===== src/rtl/inst_fetch_bus_pkg.sv =====
// Shared constants, FSM encoding and buffer payload for the instruction fetch bus unit.
package inst_fetch_bus_pkg;

   localparam int unsigned ADDR_W       = 32;
   localparam int unsigned DATA_W       = 32;
   localparam int unsigned STALL_W      = 6;
   localparam int unsigned STALL_IF_BIT = 1;
   localparam int unsigned STALL_ID_BIT = 2;

   localparam logic RST_ACTIVE   = 1'b0;
   localparam logic STALL_ACTIVE = 1'b1;
   localparam logic WRITE_ENABLE = 1'b1;

   localparam logic [DATA_W-1:0] NOP = 32'h0000_0000;

   typedef enum logic [1:0] {
      ST_IDLE    = 2'd0,
      ST_WAIT    = 2'd1,
      ST_DISCARD = 2'd2,
      ST_HOLD    = 2'd3
   } fetch_state_t;

   // One-entry buffer for a response that arrived while IF/ID was frozen
   typedef struct packed {
      logic [ADDR_W-1:0] pc;
      logic [DATA_W-1:0] inst;
      logic              err;
   } fetch_buf_t;

endpackage


===== src/rtl/inst_fetch_bus.sv =====
// Instruction fetch bus master: issues one read per fetch, handles redirects,
// stalls and bus errors, and drives the registered IF/ID payload.
module inst_fetch_bus
   import inst_fetch_bus_pkg::*;
(
   input  logic               clock,
   input  logic               reset,
   input  logic [ADDR_W-1:0]  pc,
   input  logic [STALL_W-1:0] stall,
   input  logic               flush,
   output logic               mem_req,
   output logic [ADDR_W-1:0]  mem_addr,
   input  logic               mem_ack,
   input  logic [DATA_W-1:0]  mem_rdata,
   input  logic               mem_err,
   output logic               stall_request,
   output logic [ADDR_W-1:0]  id_pc,
   output logic [DATA_W-1:0]  id_inst,
   output logic               id_valid,
   output logic               exc_fetch
);

   fetch_state_t      r_state;
   logic              r_mem_req;
   logic [ADDR_W-1:0] r_mem_addr;
   fetch_buf_t        r_buf;
   logic [ADDR_W-1:0] r_id_pc;
   logic [DATA_W-1:0] r_id_inst;
   logic              r_id_valid;
   logic              r_exc_fetch;

   logic              w_stall_if;
   logic              w_stall_id;
   logic              w_pc_aligned;
   logic              w_stall_req;
   logic              w_load;
   logic [ADDR_W-1:0] w_load_pc;
   logic [DATA_W-1:0] w_load_inst;
   logic              w_load_err;
   logic              w_unused_stall;

   assign w_stall_if     = (stall[STALL_IF_BIT] == STALL_ACTIVE);
   assign w_stall_id     = (stall[STALL_ID_BIT] == STALL_ACTIVE);
   assign w_pc_aligned   = (pc[1:0] == 2'b00);
   assign w_unused_stall = ^{stall[5:3], stall[0]};

   // Freeze request to the pipeline controller; a redirect always wins
   always_comb begin
      w_stall_req = 1'b0;
      if (!flush) begin
         case (r_state)
            ST_IDLE:    w_stall_req = w_pc_aligned;
            ST_WAIT:    w_stall_req = !mem_ack;
            ST_DISCARD: w_stall_req = 1'b1;
            ST_HOLD:    w_stall_req = w_stall_if;
            default:    w_stall_req = 1'b0;
         endcase
      end
   end

   // Select what (if anything) is written into IF/ID this cycle
   always_comb begin
      w_load      = 1'b0;
      w_load_pc   = pc;
      w_load_inst = NOP;
      w_load_err  = 1'b0;
      if (!flush && !w_stall_if) begin
         case (r_state)
            ST_IDLE: begin
               if (!w_pc_aligned) begin
                  w_load     = WRITE_ENABLE;
                  w_load_pc  = pc;
                  w_load_err = 1'b1;
               end
            end
            ST_WAIT: begin
               if (mem_ack) begin
                  w_load      = WRITE_ENABLE;
                  w_load_pc   = r_mem_addr;
                  w_load_inst = mem_err ? NOP : mem_rdata;
                  w_load_err  = mem_err;
               end
            end
            ST_HOLD: begin
               w_load      = WRITE_ENABLE;
               w_load_pc   = r_buf.pc;
               w_load_inst = r_buf.inst;
               w_load_err  = r_buf.err;
            end
            default: ;
         endcase
      end
   end

   // Fetch FSM with registered bus request and response buffer
   always_ff @(posedge clock) begin
      if (reset == RST_ACTIVE) begin
         r_state    <= ST_IDLE;
         r_mem_req  <= 1'b0;
         r_mem_addr <= '0;
         r_buf      <= '0;
      end else begin
         case (r_state)
            ST_IDLE: begin
               if (w_pc_aligned && !flush) begin
                  r_mem_req  <= 1'b1;
                  r_mem_addr <= pc;
                  r_state    <= ST_WAIT;
               end
            end
            ST_WAIT: begin
               if (mem_ack) begin
                  r_mem_req <= 1'b0;
                  if (!flush && w_stall_if) begin
                     r_buf.pc   <= r_mem_addr;
                     r_buf.inst <= mem_err ? NOP : mem_rdata;
                     r_buf.err  <= mem_err;
                     r_state    <= ST_HOLD;
                  end else begin
                     r_state <= ST_IDLE;
                  end
               end else if (flush) begin
                  r_state <= ST_DISCARD;
               end
            end
            ST_DISCARD: begin
               if (mem_ack) begin
                  r_mem_req <= 1'b0;
                  r_state   <= ST_IDLE;
               end
            end
            ST_HOLD: begin
               if (flush || !w_stall_if) begin
                  r_buf   <= '0;
                  r_state <= ST_IDLE;
               end
            end
            default: begin
               r_mem_req <= 1'b0;
               r_state   <= ST_IDLE;
            end
         endcase
      end
   end

   // IF/ID register: flush clears, stall holds or bubbles, otherwise load or bubble
   always_ff @(posedge clock) begin
      if (reset == RST_ACTIVE) begin
         r_id_pc     <= '0;
         r_id_inst   <= NOP;
         r_id_valid  <= 1'b0;
         r_exc_fetch <= 1'b0;
      end else if (flush) begin
         r_id_inst   <= NOP;
         r_id_valid  <= 1'b0;
         r_exc_fetch <= 1'b0;
      end else if (w_stall_if) begin
         if (!w_stall_id) begin
            r_id_inst   <= NOP;
            r_id_valid  <= 1'b0;
            r_exc_fetch <= 1'b0;
         end
      end else if (w_load) begin
         r_id_pc     <= w_load_pc;
         r_id_inst   <= w_load_inst;
         r_id_valid  <= 1'b1;
         r_exc_fetch <= w_load_err;
      end else begin
         r_id_inst   <= NOP;
         r_id_valid  <= 1'b0;
         r_exc_fetch <= 1'b0;
      end
   end

   assign mem_req       = r_mem_req;
   assign mem_addr      = r_mem_addr;
   assign stall_request = w_stall_req;
   assign id_pc         = r_id_pc;
   assign id_inst       = r_id_inst;
   assign id_valid      = r_id_valid;
   assign exc_fetch     = r_exc_fetch;

endmodule


===== config.mk =====
export PLATFORM = sky130hd
export DESIGN_NAME = inst_fetch_bus
export DESIGN_NICKNAME = d
export VERILOG_FILES = /design/src/rtl/inst_fetch_bus_pkg.sv /design/src/rtl/inst_fetch_bus.sv
export SDC_FILE = /design/constraint.sdc
export NUM_CORES = 1
export LEC_CHECK = 0
export ABC_CLOCK_PERIOD_IN_PS = 1750
export BUFFER_PORTS_ARGS = -buffer_cell sky130_fd_sc_hd__buf_2
export CORE_MARGIN = 10
export CORE_UTILIZATION = 45
export CTS_CLUSTER_DIAMETER = 120
export DETAILED_ROUTE_END_ITERATION = 10
export PLACE_DENSITY = 0.78
export SLEW_MARGIN = 20
export SYNTH_ARGS = -nofsm -noshare
export SYNTH_HDL_FRONTEND = slang
export SYNTH_SLANG_ARGS = --single-unit

===== constraint.sdc =====
create_clock -name clock -period 1.75 [get_ports clock]
set_input_delay 0.175 -clock clock [delete_from_list [all_inputs] [get_ports clock]]
set_output_delay 0.175 -clock clock [all_outputs]
set_load 0.05 [all_outputs]

==> flow_summary.toml, run 1 <==
[run_status]
outcome = "complete, but fails checks"
violations = "negative setup slack"

[synth]
synth_simple_gate_area_share_pct = 21.1
synth_area_mm2 = 0.00742
synth_compound_area_share_pct = 27.7
yosysSeqAreaShare_pct = 44.8
synth_top_family_by_area = "compound AO/OA/AOI/OAI gates"
synth_adder_area_share_pct = 1.18
ys_ff_latch = 166
synth_xor_area_share_pct = 0
synthMuxAreaShare_pct = 0.135
synthCells = 883
netlist-cell-type-count = 38
yosysWarnings = 0
syn-num-nets = 965
avgSynthCellArea_um2 = 8.41

[critical_path]
cp.arrival_ns = 2.30
worstPathCellList = "buf_4 -> ha_4 -> and4b_2 -> o21ai_4 -> buf_6 -> buf_12 -> buf_16 -> nand2_1 -> a21boi_1"
cp_max_fo = 7
worst_setup_path_end_kind = "flip-flop"
required_ns = 2.09
worstSetupPathType = "reg2reg"
critPathTopFamily = "buffers and inverters"
crit_buf_inv = 4
startpoint_type = "flip-flop"
cp_slowest_cell = "dfxtp_4"
cp_slowest_stage_delay_ns = 0.36

[pwr]
p_per_area_mw_per_mm2 = 905
combPwrFrac_pct = 19.7
seq_power_share_pct = 41.4
switchingPower_w = 0.00279
total_power_w = 0.00961
irDropWorstVdd_v = 0.000748
power_leakage_nw = 4.15
intPower_w = 0.00682
clockPowerShare_pct = 38.9
swShare_pct = 29.0

[layout]
fin_nets = 1171
area_growth_pct = 43.0
utilization_pct = 66.4
drive_above_1_share_pct = 34.5
num-fill-cells = 1226

[sta]
hold_violations = 0
slew_headroom_pct = 57.8
skew_ns = 0.00659
timing.final.max_slew_violations = 0
finalSetupViolCount = 129
worst_pin_slew_ns = 0.634
rsz0062_at_grt = "true"
period_share_pct = 112
fin_crit_ns = 1.96
setup_slack_ns = -0.212
fmaxAchievable_ghz = 0.510

[clock_network]
cts_tree = "built"
clock_path_buffers = 2
clock-sinks = 166
htree_levels = 4
insertion_delay_ns = 0.42
cts-buffers-inserted = 17
cts_root_buf = "clkbuf_16"
clkSlewWorstSetupHoldPaths_ns = 0.07

[die]
die_area_mm2 = 0.0220
rows = 46
die_w_um = 148
start_util_pct = 46.4
core_area_mm2 = 0.0160
ios = 175
fp.dieH_um = 148

[grt]
grt_pass1_vias = 7465
grt_pass1_wl_mm = 39.3
grt_overflow = 0
grt.total_usage_pct = 21.7
antenna_found_initial = 2
grt_max_degree = 98

[drt]
drc = 0
wl_mm = 26.9
drt-initial-drc-count = 651
num_vias = 7719
detail_route.vias_per_cell = 5.85
ant_nets = 0
wl_per_cell_um = 20.4
first_pass_iters = 5

[run]
maxCapViolations = 0

[min_path]
min_path_type = "in2reg"

[placement]
hpwlAfterDp_mm = 14.6
gp_congestion = 0.839
numPortBuffers = 170
==> per-stage QoR <==
step	hold slack [ns]	instance area (um^2)	setup TNS (ns)	setup slack, ns	std cells
floorplan	0.320	7470	-0.139	-0.00461	883
global placement	0.436	8730	-8.17	-0.128	1232
detailed placement	0.442	8730	-12.77	-0.186	1232
CTS	0.00161	10200	-4.88	-0.217	1304
global route	0.0138	10600	-19.82	-0.269	1318
finish	0.0125	10600	-13.27	-0.212	1320
==> synthesized netlist by cell type, drive strengths merged <==
| cell | instances | area [um^2] |
|---|---|---|
| mux2i | 1 | 10.0 |
| o21a | 3 | 22.5 |
| and4b | 1 | 10.0 |
| dfxtp | 166 | 3320 |
| or2 | 1 | 6.26 |
| nand4b | 1 | 8.76 |
| nand3b | 34 | 255 |
| and2 | 1 | 6.26 |
| or3 | 32 | 200 |
| nor2b | 2 | 12.5 |
| o21bai | 1 | 7.51 |
| clkbuf | 67 | 251 |
| a21o | 1 | 7.51 |
| nand2b | 34 | 213 |
| a211oi | 3 | 35.0 |
| or3b | 1 | 8.76 |
| ha | 7 | 87.6 |
| a21boi | 96 | 721 |
| a31oi | 1 | 6.26 |
| o211ai | 1 | 7.51 |
| nor2 | 4 | 15.0 |
| nor3 | 34 | 170 |
| inv | 4 | 15.0 |
| o21ai | 67 | 335 |
| and3 | 2 | 12.5 |
| buf | 19 | 115 |
| a21oi | 65 | 325 |
| nor4b | 1 | 23.8 |
| o311a | 1 | 10.0 |
| nand2 | 166 | 623 |
| a32oi | 34 | 298 |
| a22o | 32 | 280 |
==> power by group through the flow <==
stage / combinational (W) / clock, W / sequential [W]
floorplan: 0.000562 / 0 / 0.00437
global placement: 0.00138 / 0 / 0.00404
detailed placement: 0.00139 / 0 / 0.00404
CTS: 0.00169 / 0.00376 / 0.00397
global route: 0.00198 / 0.00394 / 0.00399
finish: 0.00189 / 0.00374 / 0.00398
==> cells in the final DEF (no fill, tap or decap), drive strengths merged, types with 28 or more instances in the layout <==
cell / count
or3: 32
a32oi: 34
a21boi: 96
buf: 262
nor3: 34
dfxtp: 166
nand3b: 34
clkbuf: 28
a22o: 32
nand2: 166
o21ai: 67
nand2b: 34
a21oi: 65
==> layer usage <==
layer	GRT usage, %	up-vias	part of all wire [%]
met5	0	-	0
met3	6.46	60	8.4
met4	9.46	0	3.0
met1	25.6	3705	40
met2	35.8	401	49
li1	-	3553	-
==> final timing paths <==
| path | end | cells after the start | start | slack [ns] |
|---|---|---|---|---|
| worst max-delay path | r_buf[33] | 9 | r_state[0] | -0.21 |
| worst max register to register | r_buf[33] | 9 | r_state[0] | -0.21 |
| worst min-delay path | mem_addr[7] | 3 | pc[7] | 0.01 |
| worst min register to register | r_buf[34] | 2 | r_buf[34] | 0.45 |
==> worst min-delay path, delay by kind of cell <==
family | cells | cell delay (ns)
buffers and inverters | 1 | 0.11
AO/OA/AOI/OAI | 1 | 0.06
AND/OR/NAND/NOR | 1 | 0.04
==> cells by family (layout without fill, tap and decap cells) <==
logic type	after synthesis	count (layout)
simple gates	314	314
buf+inv	90	309
fa+ha+maj	7	7
other cells	0	2
mux	1	1
flops	166	166
compound gates	305	305
==> sequential cells by signal (all words and copies together), names as in the netlist <==
name	count
mem_req	1
id_valid	1
exc_fetch	1
id_pc	32
r_buf	65
r_state	2
mem_addr	32
id_inst	32
==> cell type report <==
| type | instances | area, um^2 | share of cell area, % |
|---|---|---|---|
| Multi-Input combinational cell | 627 | 4090 | 38.5 |
| Sequential cell | 166 | 3330 | 31.3 |
| Timing Repair Buffer | 273 | 2320 | 21.8 |
| Clock buffer | 21 | 460 | 4.34 |
| Tap cell | 216 | 270 | 2.55 |
| Clock inverter | 11 | 126 | 1.19 |
| Inverter | 4 | 17.5 | 0.165 |
| Antenna cell | 2 | 5.00 | 0.0471 |
==> repair_timing <==
action	in CTS	in global routing
endpoints found under the setup margin	130	134
buffers inserted	24	10
resized for setup	139	76
gates cloned	13	10
pin swaps	78	30
hold buffers	4	0
hold endpoints to repair	4	0
(Power assumes the default switching activity.)
==> run 2: changes to the inputs <==
CORE_MARGIN = 2   (was 10)
REMOVE_ABC_BUFFERS = 1   (was default)
==> run 2 against run 1 <==
Net effect: clock-buffer cell count fell by 1; first-iteration DRC count fell by 22%; cell count fell by 1.2%; sequential cell count did not move; critical path depth fell by 3; hold slack improved by 0.013 ns; critical path type is now reg2out; maximum frequency rose by 4.7%; setup slack improved by 0.088 ns; the flow still finishes with violations (negative setup slack); die area fell by 20%.
==> flow_summary.toml, run 2 (same netlist as run 1, synthesis figures left out) <==
[sta]
skew_ns = 0.00679
hold_violations = 0
fin_crit_ns = 1.87
slew_headroom_pct = 54.8
worst_pin_slew_ns = 0.677
finalSetupViolCount = 78
fmaxAchievable_ghz = 0.534
timing.final.max_slew_violations = 0
setup_slack_ns = -0.123
rsz0062_at_grt = "true"
period_share_pct = 107

[min_path]
min_path_type = "in2reg"

[placement]
numPortBuffers = 170
dp_worst_setup_slack_ns = -0.230
place_area_mm2 = 0.00867
gp_congestion = 0.864
hpwlAfterDp_mm = 13.1

[drt]
num_vias = 7421
detail_route.vias_per_cell = 5.69
ant_nets = 0
drt-initial-drc-count = 510
first_pass_iters = 6
wl_mm = 23.9
drc = 0
wl_per_cell_um = 18.3

[layout]
final_cell_area_mm2 = 0.0104
fin_nets = 1156
largest-register = "r_buf"
utilization_pct = 64.7
final_common_cell = "buf_2"
area_growth_pct = 39.5
final_cell_mix = "buf_2 (168), dfxtp_1 (164), nand2_1 (154)"
drive_above_1_share_pct = 33.5
largest_register_ffs = 65

[critical_path]
ff2ff_setup_slack_ns = -0.10
cp_max_fo = 4
crit_path_start = "r_state[0]"
cp.arrival_ns = 1.70
startpoint_type = "flip-flop"
required_ns = 1.57
r2r_start = "r_state[0]"
worst_setup_path_end_kind = "primary output"
r2r-end = "id_inst[25]"
worstSetupPathType = "reg2out"
worstSetupEndpoint = "stall_request"
r2r_cells = 8

[pwr]
swShare_pct = 28.5
switchingPower_w = 0.00272
p_per_area_mw_per_mm2 = 920
irDropWorstVdd_v = 0.000695
seq_power_share_pct = 41.7
clockPowerShare_pct = 40.9
intPower_w = 0.00681
combPwrFrac_pct = 17.5
power_leakage_nw = 3.98

[die]
fp.dieH_um = 132
die_w_um = 132
ios = 175
core_area_mm2 = 0.0160
start_util_pct = 46.4
rows = 46
die_area_mm2 = 0.0175

[run_status]
outcome = "complete, but fails checks"
violations = "negative setup slack"

[clock_network]
htree_levels = 4
cts_root_buf = "clkbuf_16"
clock-sinks = 166
insertion_delay_ns = 0.43
cts-buffers-inserted = 17
cts_tree = "built"
clock_path_buffers = 2
clkSlewWorstSetupHoldPaths_ns = 0.07

[grt]
grt_pass1_wl_mm = 34.8
top_usage_layer = "met2"
met3_usage_pct = 5.71
antenna_found_initial = 1
use_met1_pct = 32.2
grt_max_degree = 82
grt_pass1_vias = 6819
grt.total_usage_pct = 24.5
use_met2_pct = 38.9
grt_overflow = 0

[run]
maxCapViolations = 0
-- run 2: power by group through the flow --
| stage | sequential [W] | combinational (W) | clock [W] |
|---|---|---|---|
| after floorplan | 0.00437 | 0.000447 | 0 |
| after global placement | 0.00404 | 0.00133 | 0 |
| after detailed placement | 0.00404 | 0.00134 | 0 |
| after CTS | 0.00396 | 0.00146 | 0.00393 |
| after global routing | 0.00398 | 0.00176 | 0.00409 |
| final | 0.00397 | 0.00166 | 0.00389 |
-- run 2: how the worst min path moves through the flow --
stage                     startpoint           end  slack [ns]  depth (start not counted)
final                         pc[18]  mem_addr[18]        0.03                          3
after global routing          pc[18]  mem_addr[18]        0.03                          3
after CTS                     pc[31]  mem_addr[31]       0.003                          3
after detailed placement   r_buf[11]     r_buf[11]        0.44                          2
after global placement     r_buf[11]     r_buf[11]        0.44                          2
after floorplan                reset    r_state[0]        0.31                          1
-- run 2: final cells by class --
class,count,area (um^2)
fill,1326,5650
multi-input combinational,627,4180
sequential,166,3330
timing repair buffer,258,1950
clock buffer,20,457
tap,216,270
clock inverter,12,153
inverter,4,20.0
antenna,1,2.50
-- run 2: per-layer routing --
layer	wire (um)	vias up	part of all wire, %
li1	-	3508	-
met1	10100	3543	42
met2	11500	336	48
met3	1870	34	7.8
met4	425	0	1.8
met5	0	-	0
-- run 2: critical path: stages, from the launching register on --
cell and delay [ns]:
dfxtp_4 0.39, inv_4 0.05, buf_6 0.12, ha_4 0.17
a211oi_4 0.26, a211oi_4 0.09, buf_6 0.16
-- run 2: stage by stage --
stage / power, W / hold WS [ns] / TNS (ns) / instances
final: 0.00953 / 0.0254 / -3.55 / 1304
after global routing: 0.00982 / 0.0256 / -9.40 / 1303
after CTS: 0.00934 / 0.00259 / -1.48 / 1290
after detailed placement: 0.00538 / 0.442 / -19.28 / 1232
after global placement: 0.00537 / 0.437 / -8.47 / 1232
after floorplan: 0.00482 / 0.306 / -321.07 / 797
-- run 2: timing repair --
action,CTS,global route
gates cloned,2,10
gates resized for setup,52,149
setup endpoints to repair,133,131
hold buffers,17,0
buffers inserted,8,4
endpoints found under the hold margin,17,0
pin swaps,11,105
==> run 3: changes to the inputs <==
ABC_CLOCK_PERIOD_IN_PS = 2000   (was 1750)
PLACE_DENSITY = 0.76   (was 0.78)
clock period = 2 ns   (was 1.75 ns; I/O delays follow)
==> run 3 against run 2 <==
Net effect: register-to-register slack improved by 0.22 ns; highest routed layer is now met5; the flow now finishes without violations; largest power group unchanged; design area fell by 10%; critical path depth unchanged; clock power down 18%; hold slack is essentially flat; global-route usage shrank 1.4 points; critical path type unchanged; critical endpoint unchanged; core utilization down 6.7 points; sequential share of layout area is 3.7 points higher; sequential cell count is the same.
==> flow_summary.toml, run 3 (same netlist as run 1, synthesis figures left out) <==
[drt]
detail_route.vias_per_cell = 5.48
met3_length_mm = 1.44
drt-initial-drc-count = 483
wl_per_cell_um = 16.3
num_vias = 6880
wl_met2_mm = 9.06
drc = 0
wl_met1_mm = 9.63
first_pass_iters = 5
wl_mm = 20.5
ant_nets = 0
highest_layer = "met5"

[layout]
drive_above_1_share_pct = 24.8
fin_nets = 1108
final_common_cell = "buf_2"
largest-register = "r_buf"
seq_area_mm2 = 0.00333
multi_input_area_mm2 = 0.00379
final_cell_mix = "buf_2 (168), nand2_1 (166), dfxtp_1 (164)"
num-fill-cells = 1513
area_growth_pct = 25.0
largest_register_ffs = 65

[sta]
finalSetupViolCount = 0
fmaxAchievable_ghz = 0.520
timing.final.max_slew_violations = 0
setup_slack_ns = 0.0755
rsz0062_at_grt = "false"
skew_ns = 0.0125
setup-tns-final_ns = 0
hold_violations = 0
slew_headroom_pct = 61.8
fin_crit_ns = 1.92
period_share_pct = 96.2
worst_pin_slew_ns = 0.569

[grt]
grt_pass1_vias = 6528
grt_overflow = 0
grt_max_degree = 134
antenna_found_initial = 2
grt_pass1_wl_mm = 33.2
grt.total_usage_pct = 23.1

[clock_network]
htree_levels = 4
clock_path_buffers = 2
cts-buffers-inserted = 17
cts_root_buf = "clkbuf_16"
cts_tree = "built"
cts_hold_buf = 0
clkSlewWorstSetupHoldPaths_ns = 0.07
clock-sinks = 166
insertion_delay_ns = 0.43

[die]
start_util_pct = 46.4
ios = 175
core_area_mm2 = 0.0160
die_area_mm2 = 0.0175
fp.dieH_um = 132
rows = 46
die_w_um = 132

[pwr]
irDropWorstVdd_v = 0.000657
swShare_pct = 29.0
total_power_w = 0.00785
clockPowerShare_pct = 40.7
combPwrFrac_pct = 15.2
power_leakage_nw = 3.56
intPower_w = 0.00557
p_per_area_mw_per_mm2 = 846
switchingPower_w = 0.00228
seq_power_share_pct = 44.1

[critical_path]
startpoint_type = "flip-flop"
worst_setup_path_end_kind = "primary output"
ff2ff_setup_slack_ns = 0.12
worstSetupPathType = "reg2out"
cp.arrival_ns = 1.72
required_ns = 1.80
cp_max_fo = 4

[placement]
numPortBuffers = 170
dp_worst_setup_slack_ns = -0.0791
gp_congestion = 0.840
hpwlAfterDp_mm = 12.6

[run_status]
outcome = "finished, final reports clean"

[min_path]
min_path_type = "in2reg"

[run]
maxCapViolations = 0
==> run 3: power by group through the flow <==
| stage | clock (W) | combinational [W] | sequential (W) |
|---|---|---|---|
| 6_report | 0.00319 | 0.00120 | 0.00346 |
| 5_1_grt | 0.00336 | 0.00129 | 0.00347 |
| 4_1_cts | 0.00324 | 0.00117 | 0.00346 |
| 3_5_place_dp | 0 | 0.00115 | 0.00353 |
| 3_3_place_gp | 0 | 0.00114 | 0.00353 |
| 2_1_floorplan | 0 | 0.000391 | 0.00383 |
==> run 3: per-stage QoR <==
step | cell area [um^2] | utilization, % | instances | hold slack [ns]
after floorplan | 7060 | - | 797 | 0.331
after global placement | 8590 | 53.7 | 1219 | 0.437
after detailed placement | 8590 | 53.7 | 1219 | 0.445
after CTS | 9210 | 57.5 | 1252 | 0.0186
after global routing | 9280 | 58.0 | 1256 | 0.0277
final | 9280 | 58.0 | 1256 | 0.0251
==> run 3: path summary, 6_finish.rpt <==
check	from	endpoint	depth (start not counted)
max	r_state[1]	stall_request	6
min	pc[13]	mem_addr[13]	3
max reg2reg	r_state[0]	r_buf[7]	7
min reg2reg	r_buf[10]	r_buf[10]	2
==> run 3: area by class of cell <==
cell class | count | area share [%]
inverters | 4 | 0.162
multi-input cells | 627 | 40.8
clock buffers | 19 | 4.88
repair buffers | 210 | 14.0
clock inverters | 13 | 1.32
flip-flops and latches | 166 | 35.8
well taps | 216 | 2.91
diodes | 1 | 0.0270
==> run 3: repair_timing <==
item                                    CTS  global route
hold endpoints to repair                  0             0
pin swaps                                 1             2
cloned                                    0             1
resized for setup                         7            10
endpoints found under the setup margin   75           103
setup buffers                             1             2
==> run 3: per-layer routing <==
metal | track usage [%] | vias up
met5 | 0 | -
met4 | 8.24 | 2
met3 | 5.75 | 26
met2 | 36.1 | 210
met1 | 31.0 | 3240
li1 | - | 3402
==> run 3: worst max-delay path: stages, from the launching register on <==
cell and delay (ns):
dfxtp_2 0.33, buf_4 0.15, ha_4 0.17, buf_8 0.12
a211oi_2 0.23, a211oi_2 0.09, buf_4 0.19
